`src/rtl/lhn_div12_seq.sv`:
```
// Sequential restoring divider by a constant: recovers operand and remainder from a
// multiply-by-DIVISOR product, one quotient bit per clock, with start/busy/done handshake.
module lhn_div12_seq #(
  parameter int unsigned DIVIDEND_W = 11,
  parameter int unsigned DIVISOR    = 12,
  parameter int unsigned REM_W      = 4
) (
  input  logic                  clock,
  input  logic                  reset,
  input  logic                  start,
  input  logic [DIVIDEND_W-1:0] dividend,
  output logic                  busy,
  output logic                  done,
  output logic [DIVIDEND_W-1:0] quotient,
  output logic [REM_W-1:0]      remainder,
  output logic                  exact
);

  localparam int unsigned CNT_W = (DIVIDEND_W > 1) ? $clog2(DIVIDEND_W) : 1;
  localparam logic [REM_W:0] DIV_P = (REM_W+1)'(DIVISOR);

  // Refuse to elaborate with an unusable divisor or a remainder field too narrow for it.
  if (DIVISOR == 0) begin : g_bad_divisor
    $error("lhn_div12_seq: DIVISOR must be nonzero");
  end
  if ((64'(1) << REM_W) <= 64'(DIVISOR) - 64'(1)) begin : g_bad_rem_w
    $error("lhn_div12_seq: REM_W too narrow for DIVISOR");
  end

  typedef enum logic [1:0] {
    S_IDLE = 2'd0,
    S_RUN  = 2'd1,
    S_DONE = 2'd2
  } state_t;

  state_t                state_q, state_d;
  logic [DIVIDEND_W-1:0] shift_q, shift_d;
  logic [REM_W-1:0]      rem_q, rem_d;
  logic [CNT_W-1:0]      cnt_q, cnt_d;
  logic                  busy_q, busy_d;
  logic                  done_q, done_d;
  logic [DIVIDEND_W-1:0] quotient_q, quotient_d;
  logic [REM_W-1:0]      remainder_q, remainder_d;
  logic                  exact_q, exact_d;

  logic [REM_W:0]        part;
  logic                  qbit;
  logic                  accept;

  assign accept = start && (state_q != S_RUN);

  // State register
  always_ff @(posedge clock) begin
    if (reset) begin
      state_q <= S_IDLE;
    end else begin
      state_q <= state_d;
    end
  end

  // Next-state logic
  always_comb begin
    state_d = state_q;
    case (state_q)
      S_IDLE:  if (start) state_d = S_RUN;
      S_RUN:   if (cnt_q == '0) state_d = S_DONE;
      S_DONE:  state_d = start ? S_RUN : S_IDLE;
      default: state_d = S_IDLE;
    endcase
  end

  // Datapath and output next values
  always_comb begin
    shift_d     = shift_q;
    rem_d       = rem_q;
    cnt_d       = cnt_q;
    quotient_d  = quotient_q;
    remainder_d = remainder_q;
    exact_d     = exact_q;
    busy_d      = (state_d == S_RUN);
    done_d      = (state_d == S_DONE);
    part        = {rem_q, shift_q[DIVIDEND_W-1]};
    qbit        = (part >= DIV_P);

    if (accept) begin
      shift_d = dividend;
      rem_d   = '0;
      cnt_d   = CNT_W'(DIVIDEND_W - 1);
    end else if (state_q == S_RUN) begin
      rem_d   = qbit ? REM_W'(part - DIV_P) : REM_W'(part);
      shift_d = DIVIDEND_W'({shift_q, qbit});
      cnt_d   = cnt_q - CNT_W'(1);
      // Results are published only on the final step, never mid-iteration.
      if (cnt_q == '0) begin
        quotient_d  = shift_d;
        remainder_d = rem_d;
        exact_d     = (rem_d == '0);
      end
    end
  end

  always_ff @(posedge clock) begin
    if (reset) begin
      shift_q     <= '0;
      rem_q       <= '0;
      cnt_q       <= '0;
      busy_q      <= 1'b0;
      done_q      <= 1'b0;
      quotient_q  <= '0;
      remainder_q <= '0;
      exact_q     <= 1'b0;
    end else begin
      shift_q     <= shift_d;
      rem_q       <= rem_d;
      cnt_q       <= cnt_d;
      busy_q      <= busy_d;
      done_q      <= done_d;
      quotient_q  <= quotient_d;
      remainder_q <= remainder_d;
      exact_q     <= exact_d;
    end
  end

  assign busy      = busy_q;
  assign done      = done_q;
  assign quotient  = quotient_q;
  assign remainder = remainder_q;
  assign exact     = exact_q;

endmodule

```
`config.mk`:
```
export PLATFORM = sky130hd
export DESIGN_NAME = lhn_div12_seq
export DESIGN_NICKNAME = d
export VERILOG_FILES = /design/src/rtl/lhn_div12_seq.sv
export SDC_FILE = /design/constraint.sdc
export NUM_CORES = 1
export LEC_CHECK = 0
export CAP_MARGIN = 20
export CORE_ASPECT_RATIO = 0.6
export CORE_MARGIN = 8
export CORE_UTILIZATION = 50
export DETAILED_ROUTE_END_ITERATION = 8
export GPL_ROUTABILITY_DRIVEN = 1
export GPL_TIMING_DRIVEN = 0
export PLACE_DENSITY = 0.78
export SLEW_MARGIN = 0
export SYNTH_ARGS = -nofsm -noshare
export SYNTH_HDL_FRONTEND = slang
export SYNTH_SLANG_ARGS = --single-unit
```
`constraint.sdc`:
```
create_clock -name clock -period 2.2 [get_ports clock]
set_clock_uncertainty 0.2 [all_clocks]
set_input_delay 0.44 -clock clock [delete_from_list [all_inputs] [get_ports clock]]
set_output_delay 0.44 -clock clock [all_outputs]
set_load 0.005 [all_outputs]
```
After elaboration in Yosys (flattened, before gate mapping):

Cells that the tools add are included.

* word-level logic and storage cells: 35
* output and inout bits: 18
* bits in writable memories: 0
* memory bits (read-only): 0
* register bits: 39
* latch bits: 0
* memories kept: 0

* div/mod/pow operators: 0
* add/sub/neg operators: 2
* shift operators: 0
* reduce and logical (&&, ||, !) cells: 7
* order comparisons: 1
* equal/unequal tests: 5
* muxes and demuxes: 9
* bitwise operators: 1
* $mul: 0

Operators with widths (number)
* $mux 11: 2
* $mux 4: 3
* $logic_not 4->1: 2
* $pmux 2 s3: 1
* $ge 5x4->1 const B: 1
* $eq 2x1->1 const B: 2
* $eq 2x2->1 const B: 2
* $mux 2: 2
* $sub 4x1->4 const B: 1
* $sub 4x4->4 const B: 1
* $reduce_and 3->1: 1
* $logic_not 2->1: 1
* $ne 2x1->1 const B: 1
* $reduce_bool 2->1: 1
* $reduce_or 2->1: 1
* $logic_and 1x1->1: 1
* $mux 1: 1
* $not 1->1: 1

Logic depth before layout (Yosys ltp):

* depth after elaboration: 4
* mapped depth: 8
* depth with buffers taken out: 6

Worst setup path after synthesis:

No wires, ideal clock.

* kind: register -> register
* start: register cnt_q[0]
* end: register remainder_q[3], in the netlist remainder[3]
* clock period less this slack: 1.962 ns
* setup slack: 0.238 ns
* arrival time: 1.692 ns
* required time: 1.930 ns
* library setup time: 0.070 ns
* cell stages (with the launch flop): 8
* cell sequence: dfxtp_1 inv_1 ha_1 or3b_1 or2_0 buf_2 or3_1 a21oi_1

* cells in the longest elaborated chain, start to end: 2

Ends and longest elaborated chain
* start, declared: RTL line 39 `logic [CNT_W-1:0] cnt_q, cnt_d;`
* start signal, assigned: RTL line 115 `cnt_q <= cnt_d;`
* $logic_not 4->1: RTL line 94 `if (cnt_q == '0) begin`
* $reduce_and 3->1 (no line)
* end signal, assigned: RTL line 119 `remainder_q <= remainder_d;`
* end, declared: RTL line 43 `logic [REM_W-1:0] remainder_q, remainder_d;`

Every way passes these cells.
A chain may end at the register's enable or synchronous reset.

Final worst setup path:

Same ends and word-level chain as after synthesis.

==> flow_summary.toml <==
[floorplanning]
rows = 15
die_x_um = 88.52
coreArea_mm2 = 0.002947
ios = 32
die_y_um = 59.51
die_area_mm2 = 0.005268
initial_core_util_pct = 53.55

[yosys]
seq_area_frac_synth_pct = 49.48
synth_ff_type = "dfxtp_1"
ys_top_cells_by_count = "dfxtp_1 (39), nand2_1 (31), a21oi_1 (25), nor2_1 (25), a211oi_1 (15)"
synth-seq-cells = 39
yosysTopAreaCell = "dfxtp_1"
ys_async_sr_fraction_pct = 0
synth_top_area_share_pct = 49.48
synth.area.top_cells = "dfxtp_1 (49%), a21oi_1 (7.9%), nand2_1 (7.4%)"
synthDistinctLibCells = 24
yosysWarningCount = 0
netlist_instances = 186
synth_edf_count = 0
synth_most_common_cell = "dfxtp_1"
synthesis.area_mm2 = 0.001578
synth_fp_nets = 202
synth_area_per_cell_um2 = 8.483

[setup_path]
worst_setup_path_start_kind = "register"
r2r_slack_ns = 0.06
crit_path_end_kind = "register"
r2r-start = "cnt_q[0]"
path_class = "register to register"
cpMaxStageDelayCell = "or3b_4"
reg2reg_to = "remainder[3]"
cp.required_ns = 2.22
path_cells = "inv_1 > ha_2 > or3b_4 > or2_0 > buf_4 > or3_1 > a21oi_1"
cp.arrival_ns = 2.16
critPathMaxFanout = 8
setup.worst_path.start = "cnt_q[0]"
max_stage_delay_ns = 0.41
worst-r2r-cell-count = 7

[min_path]
hp-class = "register to register"
worstHoldEndpoint = "quotient[2]"
min_delay_path_depth = 2
hold_start = "quotient[2]"

[cts]
clockRootBuffer = "clkbuf_8"
insertion_delay_ns = 0.29
clk_path_buf_depth = 2
clkSinkCount = 39
cts_tree = "built"
htree_num_levels = 2
numCtsBuffers = 5
path_clk_slew_ns = 0.07
postCtsSetupRepairBufs = 0
cts_hold_buf = 0

[global_route]
grt_pass1_wl_mm = 6.589
overflow = 0
antenna_found_initial = 0
grt_max_degree = 12
first_global_vias = 1325
grtUsageTotal_pct = 16.41

[job]
maxCapViolations = 0

[route]
wl_met1_mm = 1.929
drt_iter0_drc = 91
vias_per_cell = 5.424
drtPass1Iterations = 4
ant_nets = 0
top_layer = "met4"
dr_wl_met3_um = 274
vias = 1432
met2_length_mm = 1.824
drc = 0
wl_per_cell_um = 15.55
wirelength_mm = 4.105

[cells_and_area]
antenna_cells = 0
drive_gt1_share_pct = 7.658
final_util_pct = 68.75
final_cells = 264
design_area_mm2 = 0.002026
syn_to_final_growth_pct = 28.39
final_nets = 238

[place]
portBuffers = 29
place_inst = 257
post_dp_cell_area_mm2 = 0.001921
dpl.hpwl_mm = 2.965
place.gp.congestion = 0.9001

[timing]
worstMarginPinSlew_ns = 0.6379
hold_violations = 0
final-max-slew-violation-count = 0
slew_headroom_pct = 57.47
period_share_pct = 97.11
fmax_mhz = 468.1
final-setup-viol-count = 0
fin_crit_ns = 2.137
setup-tns-final_ns = 0

[power_and_ir_drop]
power_mw = 1.493
ir_drop_v = 0.0004042
p_leak_nw = 0.7412
power_density_mw_per_mm2 = 737.2

[outcome]
status = "completed"
-- logic make-up (layout without fill, tap and decap cells) --
family	Yosys count	in the layout	share of synthesized area (%)
DFF	39	39	49.48
muxes	11	11	7.058
adders and majority gates	2	2	1.586
and+or+nand+nor	75	75	21.41
buffers and inverters	16	52	4.044
AOI/OAI and AO/OA	43	43	16.42
-- worst max-delay path by stage --
stage / end / depth (start not counted)
after CTS: exact / 8
final: remainder[3] / 7
after detailed placement: quotient[2] / 7
after global placement: quotient[2] / 7
after global routing: remainder[3] / 7
after floorplan: remainder[3] / 7
-- sequential cells by signal, summed over array words and instances, names as in the netlist --
register   flops
state_q        2
done           1
cnt_q          4
busy           1
rem_q          4
exact          1
quotient      11
shift_q       11
remainder      4
-- per-layer routing --
layer | track usage [%] | vias to the layer above
met5 | 0 | -
met4 | 6.444 | 0
met3 | 4.703 | 8
met2 | 24.97 | 47
met1 | 21.21 | 673
li1 | - | 704
-- power breakdown --
part | switching, mW | total, mW | internal (mW) | leakage, nW
registers | 0.0343 | 0.787 | 0.752 | 0.319
clock network | 0.232 | 0.478 | 0.246 | 0.0470
logic | 0.123 | 0.228 | 0.106 | 0.375
total | 0.390 | 1.49 | 1.10 | 0.741
-- cell usage in the layout, fill, tap and decap left out --
master           Yosys  final
a211oi_1            15     15
a21oi_1             25     25
buf_1                3      3
buf_2                3      3
buf_4                0      1
clkbuf_1             7      6
clkbuf_8             0      6
clkdlybuf4s50_1      0     29
clkinv_2             0      1
dfxtp_1             39     38
dfxtp_2              0      1
ha_1                 2      1
ha_2                 0      1
inv_1                3      3
mux2_2               1      1
mux2i_1             10     10
nand2_1             31     31
nand2b_1             2      2
nand3b_1             4      4
nor2_1              25     24
nor2_4               0      1
nor2b_1              3      3
nor3_1               2      2
nor3b_1              1      1
o2111ai_1            1      1
o21ai_0              1      1
o31ai_1              1      1
or2_0                1      1
or3_1                4      4
or3b_2               1      1
or3b_4               0      1
-- timing repair --
action                     in CTS  in global routing
resized for setup               1                  9
pin swaps                       0                  0
setup endpoints to repair       8                 13
-- critical path, delay by kind of cell (launching register included) --
family	cells	cell delay, ns
AO/OA/AOI/OAI	1	0.12
adder cells (fa/ha/maj)	1	0.19
buffers and inverters	2	0.24
flip-flops	1	0.34
AND/OR/NAND/NOR	3	0.99
-- metrics by stage --
stage | hold slack (ns) | setup slack, ns
after CTS | 0.2576 | 0.02562
after global placement | 0.2415 | 0.03239
final | 0.2545 | 0.06349
after detailed placement | 0.2481 | -0.07068
after global routing | 0.2736 | -0.008909
after floorplan | 0.2406 | 0.2378
-- area by class of cell --
class / count / area (um2)
Tap cell: 42 / 52.55
Multi-Input combinational cell: 131 / 745.7
Buffer: 13 / 56.30
Sequential cell: 39 / 782.0
Inverter: 3 / 11.26
Clock buffer: 6 / 82.58
Fill cell: 242 / 920.9
Clock inverter: 1 / 5.005
Timing Repair Buffer: 29 / 290.3
Power figures use the tool's default switching activity.
==> patch 1 (same settings) <==
Change the parameter `REM_W` from 4 to 5.
--- a/src/rtl/lhn_div12_seq.sv
+++ b/src/rtl/lhn_div12_seq.sv
@@ -4,5 +4,5 @@
   parameter int unsigned DIVIDEND_W = 11,
   parameter int unsigned DIVISOR    = 12,
-  parameter int unsigned REM_W      = 4
+  parameter int unsigned REM_W      = 5
 ) (
   input  logic                  clock,
Interface: changed (resized remainder); port bits go from 32 to 33. No check against the original RTL was run, so the function may have changed too.
==> patch 1 against the original RTL <==
Final area is 6.1% higher; global-route usage is 2.0 points lower; sequential cell count is 2 higher; first-iteration DRC count is 23% lower; total power is 4.8% higher; routed wire length is 5.8% lower; worst setup slack better by 0.34 ns; critical path type is now flop to primary output; core utilization is 2.9 points lower; sequential share of layout area is 0.40 points lower; largest power group unchanged; combinational power is 8% higher; synthesized area is 7.9% higher.
==> patch 1: results (changes against the original RTL) <==
Detailed routing
  • Final WL: 3865 µm (-5.8%)
  • Via count: 1,428 (-0.28%)
  • Drt initial violations: 70 (-23%)

Setup path
  • Flop2flop setup slack: 0.44 ns (+0.38 ns)
  • CP Max Fanout: 2 (-6)
  • CP startpoint: quotient[8]
  • Arr. time, crit path: 1.15 ns (-1.01 ns)
  • Top cell family by delay on the critical path: buffers and inverters
  • Slowest CP cell: clkdlybuf4s50_1
  • Worst path max stage delay: 0.52 ns (+0.11 ns)
  • Register-to-Register Path Depth: 6 (-1)
  • Reg-to-reg endpoint: quotient[4]

Logic synthesis
  • Post-Syn Nets: 207 (+2.5%)
  • Top post-synthesis cells by area: dfxtp_1 (48%), mux2i_1 (7.1%), nand2_1 (7.1%), a21oi_1 (6.5%), a211oi_1 (6.2%)
  • Sequential fraction of the synthesis area: 0.4824 (-0.01249)
  • Synth cell types: 33 (+38%)
  • Most common library cells after synthesis: dfxtp_1 (41), nand2_1 (32), a21oi_1 (22), nor2_1 (22), a211oi_1 (14)

Hold path
  • Hold path start: quotient[9]
  • Hold Path Depth: 2 (unchanged)
  • Endpoint, Worst Hold: quotient[9]

Global route
  • First-pass GRT wire length: 6382 µm (-3.1%)
  • GRT Overall Usage: 0.1441 (-0.02002)
  • Largest net degree at the start of global routing: 13 (+1)

Final layout
  • Share of cells above drive strength 1: 0.09211 (+0.01553)
  • Fillers: 273 (+13%)
  • Final #Nets: 244 (+2.5%)

Power
  • Sw power: 0.4074 mW (+4.6%)
  • P_leak: 0.7929 nW (+7.0%)
  • Peak supply drop: 0.3789 mV (-6.3%)

STA
  • Relative max-transition margin: 0.6296 (+0.05484)

Placed design
  • Dpl hpwl: 2742 µm (-7.5%)
  • Gpl congestion: 0.8854 (-1.6%)
  • IO buf count: 30 (+3.4%)

Clock tree
  • Post-cts sizing count: 0 (-1)
  • Root buffer cell: clkbuf_8
  • Maximum clock path buffer count: 2 (unchanged)

Outcome
  • Outcome: completed
## patch 1: cell types whose count changed after synthesis, sizes merged, moves of 3 or more
cell / change
a21oi: -3
buf: +4
nor3: +3
or3: -4
## patch 1: logic make-up after synthesis
family,share of synthesized area
and+or+nand+nor,0.2015
buffers and inverters,0.05221
adders and majority gates,0.01470
muxes,0.07059
DFF,0.4824
AOI/OAI and AO/OA,0.1735
xor gates and xnor gates,0.005148
## patch 1: per-stage QoR
stage          instances  hold slack (ns)  total power, mW  instance area (µm²)  setup WS (ns)
2_1_floorplan        191           0.2407           0.9936                 1702         0.6633
3_3_place_gp         266           0.2446            1.086                 2058         0.4285
3_5_place_dp         266           0.2470            1.088                 2058         0.4470
4_1_cts              273           0.2580            1.577                 2148         0.3910
5_1_grt              273           0.2783            1.643                 2148         0.2754
6_report             273           0.2549            1.565                 2148         0.4066
## patch 1: layout make-up
class | count | area share
multi-input combinational | 133 | 0.3687
timing repair buffer | 30 | 0.1398
clock buffer | 6 | 0.03844
tap | 45 | 0.02621
buffer | 15 | 0.03786
inverter | 2 | 0.003494
sequential | 41 | 0.3821
clock inverter | 1 | 0.003494
## patch 1: worst max-delay path by stage
stage                         endpoint  cells past startpoint
after global placement     quotient[4]                      6
after CTS                  quotient[8]                      1
after floorplan           remainder[3]                      4
after detailed placement  quotient[10]                      6
final                      quotient[8]                      1
after global routing      quotient[10]                      6
## patch 1: power by group through the flow
stage | combinational (mW) | sequential (mW) | clock [mW]
5_1_grt | 0.270 | 0.834 | 0.539
6_report | 0.247 | 0.827 | 0.491
2_1_floorplan | 0.156 | 0.838 | 0
4_1_cts | 0.248 | 0.827 | 0.502
3_5_place_dp | 0.245 | 0.843 | 0
3_3_place_gp | 0.243 | 0.843 | 0
## patch 1: layer usage
metal	track usage	up-vias	wire length, µm
met5	0	-	0
met4	0.03464	0	29
met3	0.06448	6	276
met2	0.2228	47	1658
met1	0.1810	639	1901
li1	-	736	-
==> patch 2 (config.mk and constraints unchanged) <==
Made on the original files. `shift_q` no longer has a reset.
--- a/src/rtl/lhn_div12_seq.sv
+++ b/src/rtl/lhn_div12_seq.sv
@@ -102,5 +102,4 @@
   always_ff @(posedge clock) begin
     if (reset) begin
-      shift_q     <= '0;
       rem_q       <= '0;
       cnt_q       <= '0;
@@ -111,5 +110,4 @@
       exact_q     <= 1'b0;
     end else begin
-      shift_q     <= shift_d;
       rem_q       <= rem_d;
       cnt_q       <= cnt_d;
@@ -122,4 +120,8 @@
   end
 
+  always_ff @(posedge clock) begin
+    shift_q <= shift_d;
+  end
+
   assign busy      = busy_q;
   assign done      = done_q;
Formal check against the unedited RTL: no difference found for any inputs over 10 cycles, from zero or initial values and one cycle with reset high; that may be too few to reach the edited logic, so the function may still have changed.
==> patch 2 against the original RTL <==
Final area grew 0.56%; sequential cell count is the same; synthesized cell count shrank 15%; critical endpoint is now exact; worst hold slack lost 0.00069 ns; worst setup slack lost 0.0094 ns; sequential share of layout area grew 5.3 points; largest cell class unchanged; routed wire length shrank 8.2%; total power grew 2.4%; maximum frequency shrank 0.44%; synthesized area shrank 0.48%.
==> patch 2: results (changes against the original RTL) <==
Final layout
  • Final #Nets: 213 (-11%)
  • # diodes: 0 (unchanged)
  • Fillers: 216 (-11%)
  • Share of cells above drive strength 1: 0.1465 (+0.06989)
  • Register area: 893.4 µm² (+14%)

STA
  • Relative max-transition margin: 0.6412 (+0.06648)

Power
  • Internal: 1.138 mW (+3.1%)
  • P_leak: 0.6964 nW (-6.1%)
  • Sequential share of power: 0.550 (+0.023)
  • Peak supply drop: 0.5214 mV (+29%)
  • Comb power frac: 0.149 (-0.004)

Placed design
  • IO buf count: 30 (+3.4%)
  • Dpl ws: -0.07056 ns (+0.0001177 ns)
  • Placed cells: 231 (-10%)
  • Gpl congestion: 0.8980 (-0.23%)
  • Placed cell areas: 1923 µm² (+0.13%)
  • Dpl hpwl: 2784 µm (-6.1%)

Global route
  • GR Util met2: 0.2307 (-0.01905)
  • First-pass GRT wire length: 5968 µm (-9.4%)
  • GR Overflow Total: 0 (unchanged)
  • GR Layer Usage met3: 0.06501 (+0.01798)
  • Met1 Use GR: 0.1844 (-0.02772)
  • Vias in the first global route: 1,263 (-4.7%)
  • Largest net degree at the start of global routing: 13 (+1)
  • GRT Overall Usage: 0.1506 (-0.01357)

Logic synthesis
  • Syn avg cell area: 9.876 µm² (+16%)
  • Synth Area in Compound Gates: 0.1243 (-0.03985)
  • Post-Syn Nets: 175 (-13%)
  • Top post-synthesis cells by area: dfxtp_1 (36%), edfxtp_1 (21%), mux2_2 (7.9%), nand2_1 (7.2%), a21oi_1 (7.0%)
  • Post-Synth Adder-Cell Area: 0.01594 (+0.00007583)
  • Sequential fraction of the synthesis area: 0.5673 (+0.07249)
  • Synth cell types: 26 (+8.3%)
  • Mux contribution to synthesized area: 0.07888 (+0.008306)
  • Number of synthesized flops with an enable pin: 11 (+11)
  • Most common library cells after synthesis: nand2_1 (30), dfxtp_1 (28), a21oi_1 (22)

Clock tree
  • Cts bufs inserted: 5 (unchanged)

Detailed routing
  • Routed length per instance: 15.70 µm (+0.94%)
  • WL met2: 1774 µm (-2.7%)
  • Drt initial violations: 76 (-16%)
  • Detail Route met3 WL: 287 µm (+4.7%)
  • Final WL: 3767 µm (-8.2%)
  • Wl on met1: 1682 µm (-13%)
  • Vias per cell: 5.383 (-0.75%)

Outcome
  • Outcome: completed

Setup path
  • Worst path max stage delay: 0.41 ns (about the same)
  • Slowest CP cell: or3b_4
==> patch 2: cell count changes after synthesis, sizes merged, moves of 10 or more <==
cell,unedited run,this run
mux2,1,11
mux2i,10,0
edfxtp,0,11
nor2,25,15
a211oi,15,4
dfxtp,39,28
==> patch 2: final timing paths <==
check	from	to	slack, ns	cells past startpoint
setup / recovery	cnt_q[0]	exact	0.05	7
hold / removal	remainder[3]	remainder[3]	0.25	2
setup reg to reg	cnt_q[0]	exact	0.05	7
hold reg to reg	remainder[3]	remainder[3]	0.25	2
==> patch 2: layout make-up <==
class | count | area share
Sequential cell | 39 | 0.4386
Multi-Input combinational cell | 108 | 0.3176
Timing Repair Buffer | 31 | 0.1511
Clock buffer | 5 | 0.03378
Tap cell | 42 | 0.02580
Buffer | 9 | 0.02027
Clock inverter | 3 | 0.007371
Inverter | 3 | 0.005528
==> patch 2: repair_timing <==
item / 4_1_cts / 5_1_grt
endpoints found under the setup margin: 0 / 12
resized for setup: 0 / 12
buffers inserted: 0 / 1
